===== config.mk =====
export PLATFORM = sky130hd
export DESIGN_NAME = load_store_master
export DESIGN_NICKNAME = d
export VERILOG_FILES = /design/src/rtl/load_store_master.sv
export SDC_FILE = /design/constraint.sdc
export NUM_CORES = 1
export LEC_CHECK = 0
export ABC_CLOCK_PERIOD_IN_PS = 7100
export CORE_AREA = 2 2 122 94
export DETAILED_ROUTE_END_ITERATION = 10
export DIE_AREA = 0 0 124 96
export GPL_TIMING_DRIVEN = 0
export PLACE_DENSITY_LB_ADDON = 0.3
export SETUP_SLACK_MARGIN = 0.4
export SLEW_MARGIN = 20
export SYNTH_ARGS = -nofsm -noshare
export SYNTH_HDL_FRONTEND = slang
export SYNTH_SLANG_ARGS = --single-unit

===== constraint.sdc =====
create_clock -name i_clk -period 7.1 [get_ports i_clk]
set_clock_uncertainty 0.1 [all_clocks]
set_input_delay 1.065 -clock i_clk [delete_from_list [all_inputs] [get_ports i_clk]]
set_output_delay 1.065 -clock i_clk [all_outputs]
set_load 0.01 [all_outputs]

===== src/rtl/load_store_master.sv =====
// load_store_master
// Memory-side initiator between the core's execute stage and a word-organised
// data memory (combinational read, synchronous write). Accepts byte, halfword
// and word loads/stores (RISC-V funct3 encoding) over valid/ready. Loads are
// returned sign- or zero-extended; sub-word stores are done by
// read-modify-write.
//
// Ports:
//   i_clk, i_rst          clock, synchronous active-high reset
//   i_req_valid/o_req_ready, i_req_we, i_req_funct3, i_req_addr, i_req_wdata
//                          request channel (ready only while idle)
//   o_rsp_valid/i_rsp_ready, o_rsp_rdata, o_rsp_err
//                          response channel (held stable until accepted)
//   o_mem_we, o_mem_addr, o_mem_wdata, i_mem_rdata
//                          data memory port (word-aligned byte address)
module load_store_master #(
  parameter int DATA_WIDTH = 32,
  parameter int ADDR_WIDTH = 10
) (
  input  logic                  i_clk,
  input  logic                  i_rst,
  input  logic                  i_req_valid,
  output logic                  o_req_ready,
  input  logic                  i_req_we,
  input  logic [2:0]            i_req_funct3,
  input  logic [ADDR_WIDTH-1:0] i_req_addr,
  input  logic [DATA_WIDTH-1:0] i_req_wdata,
  output logic                  o_rsp_valid,
  input  logic                  i_rsp_ready,
  output logic [DATA_WIDTH-1:0] o_rsp_rdata,
  output logic                  o_rsp_err,
  output logic                  o_mem_we,
  output logic [ADDR_WIDTH-1:0] o_mem_addr,
  output logic [DATA_WIDTH-1:0] o_mem_wdata,
  input  logic [DATA_WIDTH-1:0] i_mem_rdata
);

  typedef enum logic [1:0] {
    IDLE  = 2'd0,
    READ  = 2'd1,
    WRITE = 2'd2,
    RESP  = 2'd3
  } state_t;

  state_t                  state_r;
  logic                    req_ready_r;
  logic                    we_r;
  logic [2:0]              funct3_r;
  logic [1:0]              addr_lo_r;   // only the lane bits are needed after accept
  logic [15:0]             wdata_r;     // only SB/SH data is needed after accept
  logic                    rsp_valid_r;
  logic [DATA_WIDTH-1:0]   rsp_rdata_r;
  logic                    rsp_err_r;
  logic                    mem_we_r;
  logic [ADDR_WIDTH-1:0]   mem_addr_r;
  logic [DATA_WIDTH-1:0]   mem_wdata_r;

  // Misalignment, illegal funct3, or unsigned-store encodings.
  function automatic logic req_error(input logic we, input logic [2:0] f3,
                                     input logic [1:0] lo);
    logic err;
    err = 1'b0;
    case (f3)
      3'b000:  err = 1'b0;
      3'b001:  err = lo[0];
      3'b010:  err = (lo != 2'b00);
      3'b100:  err = we;
      3'b101:  err = we | lo[0];
      default: err = 1'b1;
    endcase
    return err;
  endfunction

  // Extract the addressed lane and extend it to a full word.
  function automatic logic [31:0] load_extend(input logic [31:0] word,
                                              input logic [2:0] f3,
                                              input logic [1:0] lo);
    logic [7:0]  b;
    logic [15:0] h;
    logic [31:0] r;
    b = word[{lo, 3'b000} +: 8];
    h = lo[1] ? word[31:16] : word[15:0];
    case (f3)
      3'b000:  r = {{24{b[7]}}, b};
      3'b001:  r = {{16{h[15]}}, h};
      3'b010:  r = word;
      3'b100:  r = {24'd0, b};
      3'b101:  r = {16'd0, h};
      default: r = 32'd0;
    endcase
    return r;
  endfunction

  // Replace only the addressed byte/halfword lane of the word read back.
  function automatic logic [31:0] store_merge(input logic [31:0] word,
                                              input logic [15:0] wd,
                                              input logic [2:0] f3,
                                              input logic [1:0] lo);
    logic [31:0] m;
    m = word;
    if (f3[1:0] == 2'b00) begin
      m[{lo, 3'b000} +: 8] = wd[7:0];
    end else if (lo[1]) begin
      m[31:16] = wd;
    end else begin
      m[15:0] = wd;
    end
    return m;
  endfunction

  // Request/response FSM with all outputs registered.
  always_ff @(posedge i_clk) begin
    if (i_rst) begin
      state_r     <= IDLE;
      req_ready_r <= 1'b1;
      we_r        <= 1'b0;
      funct3_r    <= 3'd0;
      addr_lo_r   <= 2'd0;
      wdata_r     <= 16'd0;
      rsp_valid_r <= 1'b0;
      rsp_rdata_r <= '0;
      rsp_err_r   <= 1'b0;
      mem_we_r    <= 1'b0;
      mem_addr_r  <= '0;
      mem_wdata_r <= '0;
    end else begin
      case (state_r)
        IDLE: begin
          if (i_req_valid) begin
            we_r        <= i_req_we;
            funct3_r    <= i_req_funct3;
            addr_lo_r   <= i_req_addr[1:0];
            wdata_r     <= i_req_wdata[15:0];
            req_ready_r <= 1'b0;
            if (req_error(i_req_we, i_req_funct3, i_req_addr[1:0])) begin
              // Errors never touch the memory port.
              state_r     <= RESP;
              rsp_valid_r <= 1'b1;
              rsp_err_r   <= 1'b1;
              rsp_rdata_r <= '0;
            end else begin
              mem_addr_r <= {i_req_addr[ADDR_WIDTH-1:2], 2'b00};
              if (i_req_we && (i_req_funct3[1:0] == 2'b10)) begin
                // Full-word store goes straight to the write cycle.
                state_r     <= WRITE;
                mem_we_r    <= 1'b1;
                mem_wdata_r <= i_req_wdata;
              end else begin
                state_r <= READ;
              end
            end
          end
        end
        READ: begin
          if (we_r) begin
            state_r     <= WRITE;
            mem_we_r    <= 1'b1;
            mem_wdata_r <= store_merge(i_mem_rdata, wdata_r, funct3_r, addr_lo_r);
          end else begin
            state_r     <= RESP;
            rsp_valid_r <= 1'b1;
            rsp_err_r   <= 1'b0;
            rsp_rdata_r <= load_extend(i_mem_rdata, funct3_r, addr_lo_r);
          end
        end
        WRITE: begin
          state_r     <= RESP;
          mem_we_r    <= 1'b0;
          rsp_valid_r <= 1'b1;
          rsp_err_r   <= 1'b0;
          rsp_rdata_r <= '0;
        end
        RESP: begin
          if (i_rsp_ready) begin
            state_r     <= IDLE;
            req_ready_r <= 1'b1;
            rsp_valid_r <= 1'b0;
            rsp_err_r   <= 1'b0;
            rsp_rdata_r <= '0;
          end
        end
        default: begin
          state_r     <= IDLE;
          req_ready_r <= 1'b1;
          rsp_valid_r <= 1'b0;
          mem_we_r    <= 1'b0;
        end
      endcase
    end
  end

  assign o_req_ready = req_ready_r;
  assign o_rsp_valid = rsp_valid_r;
  assign o_rsp_rdata = rsp_rdata_r;
  assign o_rsp_err   = rsp_err_r;
  // Reset in the WRITE cycle must stop the memory from committing the word.
  assign o_mem_we    = mem_we_r & ~i_rst;
  assign o_mem_addr  = mem_addr_r;
  assign o_mem_wdata = mem_wdata_r;

endmodule


Word level (Yosys, flattened, before mapping)
Cells that the tools add are included.
{"block": "classes", "bitwise": 4, "n_reduce_logical": 16, "n_eq_ne": 19, "n_addsub": 1, "muxes": 41, "n_shift": 3}
{"cell": "2-to-1 mux 32 bit", "count": 9}
{"cell": "one-hot mux 32 bit (5 select lines)", "count": 1}
{"cell": "one-hot mux 32 bit (4 select lines)", "count": 1}
{"cell": "one-hot mux 32 bit (2 select lines)", "count": 1}
{"cell": "2-to-1 mux 16 bit", "count": 3}
{"cell": "bitwise mux 32 bit", "count": 1}
{"cell": "variable shift 8 x 7 -> 32 bit (first input constant)", "count": 1}
{"cell": "indexed part select 32 x 6 -> 8 bit", "count": 1}
{"cell": "indexed part select 8 x 7 -> 32 bit", "count": 1}
{"cell": "2-to-1 mux 1 bit", "count": 15}
{"cell": "equality test 3 bit (second input constant)", "count": 4}
{"cell": "!= test 2 bit (second input constant)", "count": 6}
{"cell": "AND reduction 5 bit", "count": 2}
{"cell": "2-to-1 mux 2 bit", "count": 4}
{"cell": "one-hot mux 1 bit (4 select lines)", "count": 2}
{"cell": "one-hot mux 2 bit (4 select lines)", "count": 1}
{"cell": "negator 5 -> 7 bit", "count": 1}
{"cell": "equality test 2 bit (second input constant)", "count": 3}
{"cell": "equality test 3 x 1 -> 1 bit (second input constant)", "count": 2}
{"cell": "equality test 3 x 2 -> 1 bit (second input constant)", "count": 2}
{"cell": "zero test 3 bit", "count": 2}
{"cell": "AND reduction 3 bit", "count": 2}
{"cell": "nonzero test 2 bit", "count": 3}
{"cell": "one-hot mux 1 bit (5 select lines)", "count": 1}
{"cell": "other kinds (12)", "count": 15}
{"block": "word_totals", "register_bits": 100, "elab_cells": 96, "inputBits": 82}

Depth between registers and ports, before layout
Gate-level depths: netlist of run 1.
{"block": "depth", "depth_word": 8, "mapped_depth": 11, "depth_no_buf": 7}

Worst setup path before layout of run 1
OpenSTA, ideal clock, no wires.
{"block": "synth_path", "path_type": "in2reg", "startpoint": "input port i_req_funct3[2]", "endpoint": "register mem_wdata_r[8], in the netlist o_mem_wdata[8]", "t_required_ps": 6930, "n_path_buf": 2, "t_arrival_ps": 2408, "setup_time_ps": 70, "slack_ps": 4522, "path_stages": 7, "path_cell_list": "nor4_4 nand4_1 a21o_1 buf_6 buf_6 or3_1 a21oi_1"}
{"block": "synth_via", "elab_chain_len": 7, "word_cells_on_any_way": 11}
{"element": "start, declared", "line": "25", "text": "input logic [2:0] i_req_funct3,"}
{"element": "equality test 3 bit (tied with other cells)", "line": "63", "text": "case (f3)"}
{"element": "one-hot mux 1 bit (5 select lines) (*)", "line": "63"}
{"element": "2-to-1 mux 1 bit (*)", "line": "129", "text": "if (i_req_valid) begin"}
{"element": "2-to-1 mux 1 bit (*)", "line": "127", "text": "case (state_r)"}
{"element": "2-to-1 mux 1 bit (*)", "line": "113", "text": "if (i_rst) begin"}
{"element": "!= test 2 bit (no line) (*)"}
{"element": "AND reduction 5 bit (no line) (*)"}
{"element": "end signal, assigned", "line": "147", "text": "mem_wdata_r <= i_req_wdata;"}
{"element": "end signal, assigned", "line": "158", "text": "mem_wdata_r <= store_merge(i_mem_rdata, wdata_r, funct3_r, addr_lo_r);"}
{"element": "end, declared", "line": "56", "text": "logic [DATA_WIDTH-1:0] mem_wdata_r;"}
Every way passes the cells marked *; elsewhere a longest branch is shown, timed or not. The select of a mux whose other input is x is not followed.
A chain may end at the register's enable or synchronous reset.

Worst setup path after layout of run 1
{"block": "layout_path", "startpoint": "input port i_rst", "endpoint": "output port o_mem_we"}
{"block": "layout_via", "elab_chain_len": 2}
{"element": "start, declared", "line": "21", "text": "input logic i_rst,"}
{"element": "inverter 1 bit", "line": "197", "text": "assign o_mem_we = mem_we_r & ~i_rst;"}
{"element": "AND 1 bit", "line": "197"}
{"element": "end, declared", "line": "32", "text": "output logic o_mem_we,"}
Every way passes these cells.

==> impl_metrics.py, run 1 <==
metrics = {
    "run_status": {
        "outcome": "finished clean",
    },
    "synthesis": {
        "ys_types": 47,
        "synth.avg_cell_area_um2": 8.32,
        "yosysTopAreaCellShare_pct": 37.3,
        "synthTopCellsByArea": "dfxtp_1 37%, a21oi_1 8.6%, nand2_1 7.1%, a221oi_1 6.5%, mux2_2 4.8%",
        "async_flop_share_pct": 0,
        "synthDominantAreaCellType": "dfxtp_1",
        "yosysWarnings": 0,
        "ys_seq_area_share_pct": 37.3,
        "synthFlopType": "dfxtp_1",
        "syn_inst": 645,
        "ys_seq_elements": 100,
        "synth_edf_count": 0,
        "syn_area_mm2": 0.00536,
    },
    "sta": {
        "hold_violations": 0,
        "setup_slack_ns": 3.63,
        "drv_slew": 0,
        "worst_slew_pin_slew_ns": 1.18,
        "fmax_ghz": 0.288,
        "setup_viol": 0,
        "tns_ns": 0,
        "timing.slew.headroom_pct": 20.7,
        "rsz0062_at_grt": "false",
        "finalCritPeriodShare_pct": 48.9,
        "finalCriticalPeriod_ns": 3.47,
    },
    "floorplan": {
        "fp.dieH_um": 96,
        "num_rows": 33,
        "core_area_mm2": 0.0107,
        "start_util_pct": 50.0,
        "dieArea_mm2": 0.0119,
        "io_pins": 160,
        "fp.dieW_um": 124,
    },
    "clock_tree": {
        "cts-root-buf": "clkbuf_16",
        "postCtsSetupBuffers": 0,
        "cts.htree.levels": 3,
        "clkTransAtPathRegs_ns": 0.07,
        "numCtsBuffers": 9,
        "cts_buffer_depth": 2,
        "cts_tree": "yes",
        "cts_resized": 0,
        "hold_buffers": 0,
        "clk-insertion-delay-late_ns": 0.35,
        "numClockSinks": 100,
    },
    "critical_path": {
        "crit_path_max_incr_delay_ns": 0.55,
        "critPathMaxFanout": 6,
        "cp_common_cell": "clkdlybuf4s50_1",
        "worst_ep_required_time_ns": 5.93,
        "path_cells": "clkdlybuf4s50_1, nor2b_1, clkdlybuf4s50_1",
        "cp_slowest_cell": "clkdlybuf4s50_1",
        "criticalPathCategory": "in2out",
        "cp-start-kind": "primary input",
        "cp-end-kind": "output pin",
        "arrival_ns": 2.31,
    },
    "detailed_routing": {
        "ant_nets": 0,
        "drt-total-wl_um": 20300,
        "vias": 6007,
        "drt-pass1-iter-count": 5,
        "drc": 0,
        "wl_per_cell_um": 21.2,
        "drtIter0Drc": 786,
        "routed_via_density": 6.26,
    },
    "global_routing": {
        "grt_pass1_wl_um": 30600,
        "grt_util_all_layers_pct": 34.3,
        "antenna_found_initial": 0,
        "grt_pass1_vias": 5740,
        "grt.overflow.total": 0,
        "grt_max_degree": 17,
    },
    "pwr": {
        "cellLeakagePower_nw": 2.65,
        "power.density_mw_per_mm2": 365,
        "ir_worst_vdd_mv": 0.223,
    },
    "finish": {
        "area_delta_synth_final_pct": 38.7,
        "fin_nets": 906,
        "drive_gt1_share_pct": 8.91,
        "utilization_pct": 69.3,
        "n_antenna_cell": 0,
    },
    "job": {
        "maxCapViolations": 0,
    },
    "placed_design": {
        "dp_slack_ns": 3.57,
        "port_buffers": 157,
        "hpwl_um": 15300,
        "gp_congestion": 1.01,
    },
    "min_path": {
        "hold_path.class": "reg2reg",
    },
}
==> kinds of logic (layout without fill, tap and decap cells) <==
group	count (synthesis)	count (layout)	share of synthesized area [%]
muxes	46	46	9.59
DFF	100	100	37.3
AOI/OAI and AO/OA	215	215	26.6
buffers and inverters	70	243	5.90
and+or+nand+nor	203	203	18.2
other	1	2	0.0699
adders and majority gates	10	10	2.33
==> worst max-delay path: cells and delay by family <==
kind,cells,cell delay [ns]
buf+inv,2,1.06
simple gates,1,0.18
==> state kept, by name, indices dropped and copies added (netlist names), 2 cells and up <==
register / cells
state_r: 2
o_rsp_rdata: 32
o_mem_wdata: 32
addr_lo_r: 2
wdata_r: 16
funct3_r: 3
o_mem_addr: 8
==> cells in the final DEF, fill, tap and decap left out, types with 8 or more instances in the layout <==
cell             Yosys  final
nor3_1              10     10
a221o_1              8      8
or3_1               24     24
a221oi_1            40     40
inv_1               14     14
clkbuf_16            0      9
nor2b_1             10     10
o2bb2ai_1           16     16
a21oi_1             92     92
o21ai_0             18     18
clkdlybuf4s50_1      0    157
nand2_1            102    102
nor2_1              26     26
dfxtp_1            100    100
mux2_2              23     23
clkbuf_1            29     29
o22ai_1             25     25
mux2i_1             21     21
ha_1                10     10
nand3_1              9      9
buf_2               16     16
==> per-layer routing <==
metal  global-route usage (%)  vias to the layer above  share of wire (%)  wire, um
li1                         -                     2715                  -         -
met4                     10.2                        0                2.4       485
met2                     51.9                      379                 43      8660
met3                     10.7                       54                 12      2410
met5                        0                        -                  0         0
met1                     47.1                     2859                 43      8770
==> worst paths after layout <==
path,cells after the start,to,slack (ns),start
setup / recovery,3,o_mem_we,3.63,i_rst
hold / removal,2,o_mem_wdata[12]$_SDFFE_PP0P_,0.36,o_mem_wdata[12]$_SDFFE_PP0P_
setup reg to reg,7,o_mem_wdata[5]$_SDFFE_PP0P_,4.15,addr_lo_r[1]$_SDFFE_PP0P_
hold reg to reg,2,o_mem_wdata[12]$_SDFFE_PP0P_,0.36,o_mem_wdata[12]$_SDFFE_PP0P_
==> synthesized netlist by cell type (2+ instances only) <==
cell       number
or2_1           3
o2bb2ai_1      16
nand2b_1        4
dfxtp_1       100
nand4_1         2
nor2_1         26
nor2b_1        10
nand3_1         9
buf_4           5
mux2_2         23
inv_1          14
nor3_1         10
o22ai_1        25
or2_2           2
o21bai_1        2
and4_1          3
o21ai_0        18
a21oi_1        92
buf_1           2
ha_1           10
mux4_2          2
a21o_1          2
a2bb2oi_1       7
clkbuf_1       29
a221oi_1       40
or3_1          24
nand2_1       102
a221o_1         8
buf_6           2
buf_2          16
mux2i_1        21
==> cell type report <==
cell class                 instances  area [um2]
clock inverter                     6        87.6
buffer                            54         256
fill                             889        3290
timing repair buffer             157        1570
sequential                       100        2000
multi-input combinational        476        3050
clock buffer                      10         239
tap                              140         175
inverter                          16        60.1
==> through the flow <==
stage | power, W | instances | hold WS (ns) | instance area, um2
6_report | 0.00272 | 959 | 0.356 | 7440
5_1_grt | 0.00286 | 959 | 0.370 | 7440
4_1_cts | 0.00269 | 959 | 0.358 | 7440
3_5_place_dp | 0.00215 | 943 | 0.346 | 7110
3_3_place_gp | 0.00212 | 943 | 0.344 | 7110
2_1_floorplan | 0.00158 | 646 | 0.343 | 5370
==> power breakdown <==
group,internal [W],switching [W],total [W],leakage [nW]
clock,0.000319,0.000221,0.000539,0.162
combinational,0.000603,0.000744,0.00135,1.67
sequential,0.000715,0.000118,0.000833,0.816
total,0.00164,0.00108,0.00272,2.65
Power figures use the tool's default switching activity.
==> run 2, diff against run 1 <==
Settings changed: ABC_CLOCK_PERIOD_IN_PS 7100 to 3400, CORE_AREA 2 2 122 94 to 2 2 126 97, DIE_AREA 0 0 124 96 to 0 0 128 99.
Clock period 7.1 ns to 3.4 ns, I/O delays scaled along.
==> run 2 against run 1 <==
Net effect: die area grew 6.5%; non-clock buffer count is the same; first-iteration DRC count shrank 32%; routed wire length grew 2.5%; hold slack gained 0.00099 ns; global-route usage shrank 1.8 points; worst setup slack lost 3.1 ns; largest cell class unchanged; largest power group unchanged.
==> impl_metrics.py, run 2 (same netlist as run 1, synthesis figures left out) <==
metrics = {
    "run_status": {
        "outcome": "finished clean",
    },
    "sta": {
        "timing.slew.headroom_pct": 41.5,
        "fmax_ghz": 0.352,
        "finalCritPeriodShare_pct": 83.6,
        "hold_slack_ns": 0.357,
        "drv_slew": 0,
        "worst_slew_pin_slew_ns": 0.870,
        "setup_viol": 0,
        "tns_ns": 0,
        "hold_violations": 0,
        "finalCriticalPeriod_ns": 2.84,
        "rsz0062_at_grt": "false",
        "setup_slack_ns": 0.557,
    },
    "clock_tree": {
        "postCtsSetupBuffers": 0,
        "clk-insertion-delay-late_ns": 0.35,
        "hold_buffers": 0,
        "clkTransAtPathRegs_ns": 0.07,
        "cts_tree": "yes",
        "numClockSinks": 100,
        "numCtsBuffers": 9,
        "cts-root-buf": "clkbuf_16",
        "cts.htree.levels": 3,
        "cts_buffer_depth": 2,
    },
    "critical_path": {
        "criticalPathCategory": "reg2reg",
        "reg2reg_from": "addr_lo_r[1]$_SDFFE_PP0P_",
        "r2r-end": "o_mem_wdata[31]$_SDFFE_PP0P_",
        "cp_slowest_cell": "nor4b_2",
        "path_cells": "buf_2, inv_2, ha_1, nor2_1, nor4b_2, a221oi_1, or3_1, a21oi_1",
        "reg2regPathDepth": 8,
        "critPathMaxFanout": 10,
        "arrival_ns": 3.02,
        "reg2reg_slack_ns": 0.56,
        "startpoint": "addr_lo_r[1]$_SDFFE_PP0P_",
        "endpoint": "o_mem_wdata[31]$_SDFFE_PP0P_",
        "worst_ep_required_time_ns": 3.58,
        "cp-start-kind": "flip-flop",
        "cp-end-kind": "flip-flop",
        "crit_path_max_incr_delay_ns": 0.67,
    },
    "placed_design": {
        "gp_congestion": 0.965,
        "port_buffers": 157,
        "hpwl_um": 16000,
        "dpl-instance-area_mm2": 0.00712,
        "dp_slack_ns": 0.397,
    },
    "finish": {
        "area_delta_synth_final_pct": 38.4,
        "final_common_cell": "clkdlybuf4s50_1",
        "drive_gt1_share_pct": 9.16,
        "fin_nets": 906,
        "final_cell_area_mm2": 0.00742,
        "n_antenna_cell": 0,
        "num-fill-cells": 974,
        "mostFrequentLayoutCells": "157 x clkdlybuf4s50_1, 102 x nand2_1, 100 x dfxtp_1",
    },
    "global_routing": {
        "grt_pass1_vias": 5617,
        "grt.overflow.total": 0,
        "grt_pass1_wl_um": 31500,
        "grt_util_all_layers_pct": 32.6,
        "antenna_found_initial": 0,
        "grt_max_degree": 18,
    },
    "floorplan": {
        "dieArea_mm2": 0.0127,
        "core_area_mm2": 0.0114,
        "num_rows": 34,
        "fp.dieH_um": 99,
        "fp.dieW_um": 128,
        "start_util_pct": 47.0,
        "io_pins": 160,
    },
    "pwr": {
        "power.density_mw_per_mm2": 756,
        "cellLeakagePower_nw": 2.64,
        "power_w": 0.00562,
        "ir_worst_vdd_mv": 0.453,
    },
    "detailed_routing": {
        "wl_per_cell_um": 21.6,
        "drt-pass1-iter-count": 5,
        "drt-total-wl_um": 20800,
        "vias": 5951,
        "drc": 0,
        "ant_nets": 0,
        "routed_via_density": 6.18,
        "drtIter0Drc": 532,
    },
    "job": {
        "maxCapViolations": 0,
    },
    "min_path": {
        "hold_path.class": "reg2reg",
    },
}
## run 2: final cells by class
cell class / instances / area, um2 / share of cell area (%)
Timing Repair Buffer: 157 / 1570 / 21.2
Buffer: 54 / 258 / 3.47
Multi-Input combinational cell: 476 / 3050 / 41.1
Tap cell: 144 / 180 / 2.43
Sequential cell: 100 / 2000 / 27.0
Clock inverter: 7 / 73.8 / 0.994
Clock buffer: 9 / 225 / 3.03
Inverter: 16 / 60.1 / 0.809
## run 2: per-stage QoR
stage	instances	utilization (%)
detailed placement	947	62.4
finish	963	65.1
global route	963	65.1
global placement	947	62.4
floorplan	646	-
CTS	963	65.1
## run 2: worst min path at each step
stage,slack (ns),cells after the start,to,start
after floorplan,0.34,2,wdata_r[10]$_SDFFE_PP0P_,wdata_r[10]$_SDFFE_PP0P_
after global placement,0.34,2,o_mem_addr[6]$_SDFFE_PP0P_,o_mem_addr[6]$_SDFFE_PP0P_
after detailed placement,0.35,1,o_rsp_rdata[26]$_SDFFE_PP0P_,o_rsp_rdata[26]$_SDFFE_PP0P_
after CTS,0.36,2,o_mem_addr[2]$_SDFFE_PP0P_,o_mem_addr[2]$_SDFFE_PP0P_
after global routing,0.37,2,o_mem_wdata[12]$_SDFFE_PP0P_,o_mem_wdata[12]$_SDFFE_PP0P_
final,0.36,2,o_mem_addr[2]$_SDFFE_PP0P_,o_mem_addr[2]$_SDFFE_PP0P_
## run 2: power breakdown
group / switching [W] / internal (W) / leakage (nW)
sequential: 0.000245 / 0.00149 / 0.816
clock: 0.000480 / 0.000577 / 0.147
combinational: 0.00156 / 0.00126 / 1.67
total: 0.00228 / 0.00333 / 2.64
## run 2: timing repair
| item | CTS | global route |
|---|---|---|
| endpoints found under the hold margin | 0 | 0 |
| gates resized for setup | 0 | 2 |
| setup endpoints to repair | 0 | 2 |
## run 2: critical path, delay by kind of cell, from the launching register on
family,cells,cell delay [ns]
AND/OR/NAND/NOR,3,1.33
buffers and inverters,2,0.42
flip-flops,1,0.40
AO/OA/AOI/OAI,2,0.28
adder cells (fa/ha/maj),1,0.23
## run 2: routing by layer
layer  GRT usage, %  share of wire (%)  up-vias
li1               -                  -     2711
met1           48.4                 47     2894
met5              0                  0        -
met3           7.71                8.7       44
met2           46.8                 42      302
met4           9.55                2.3        0
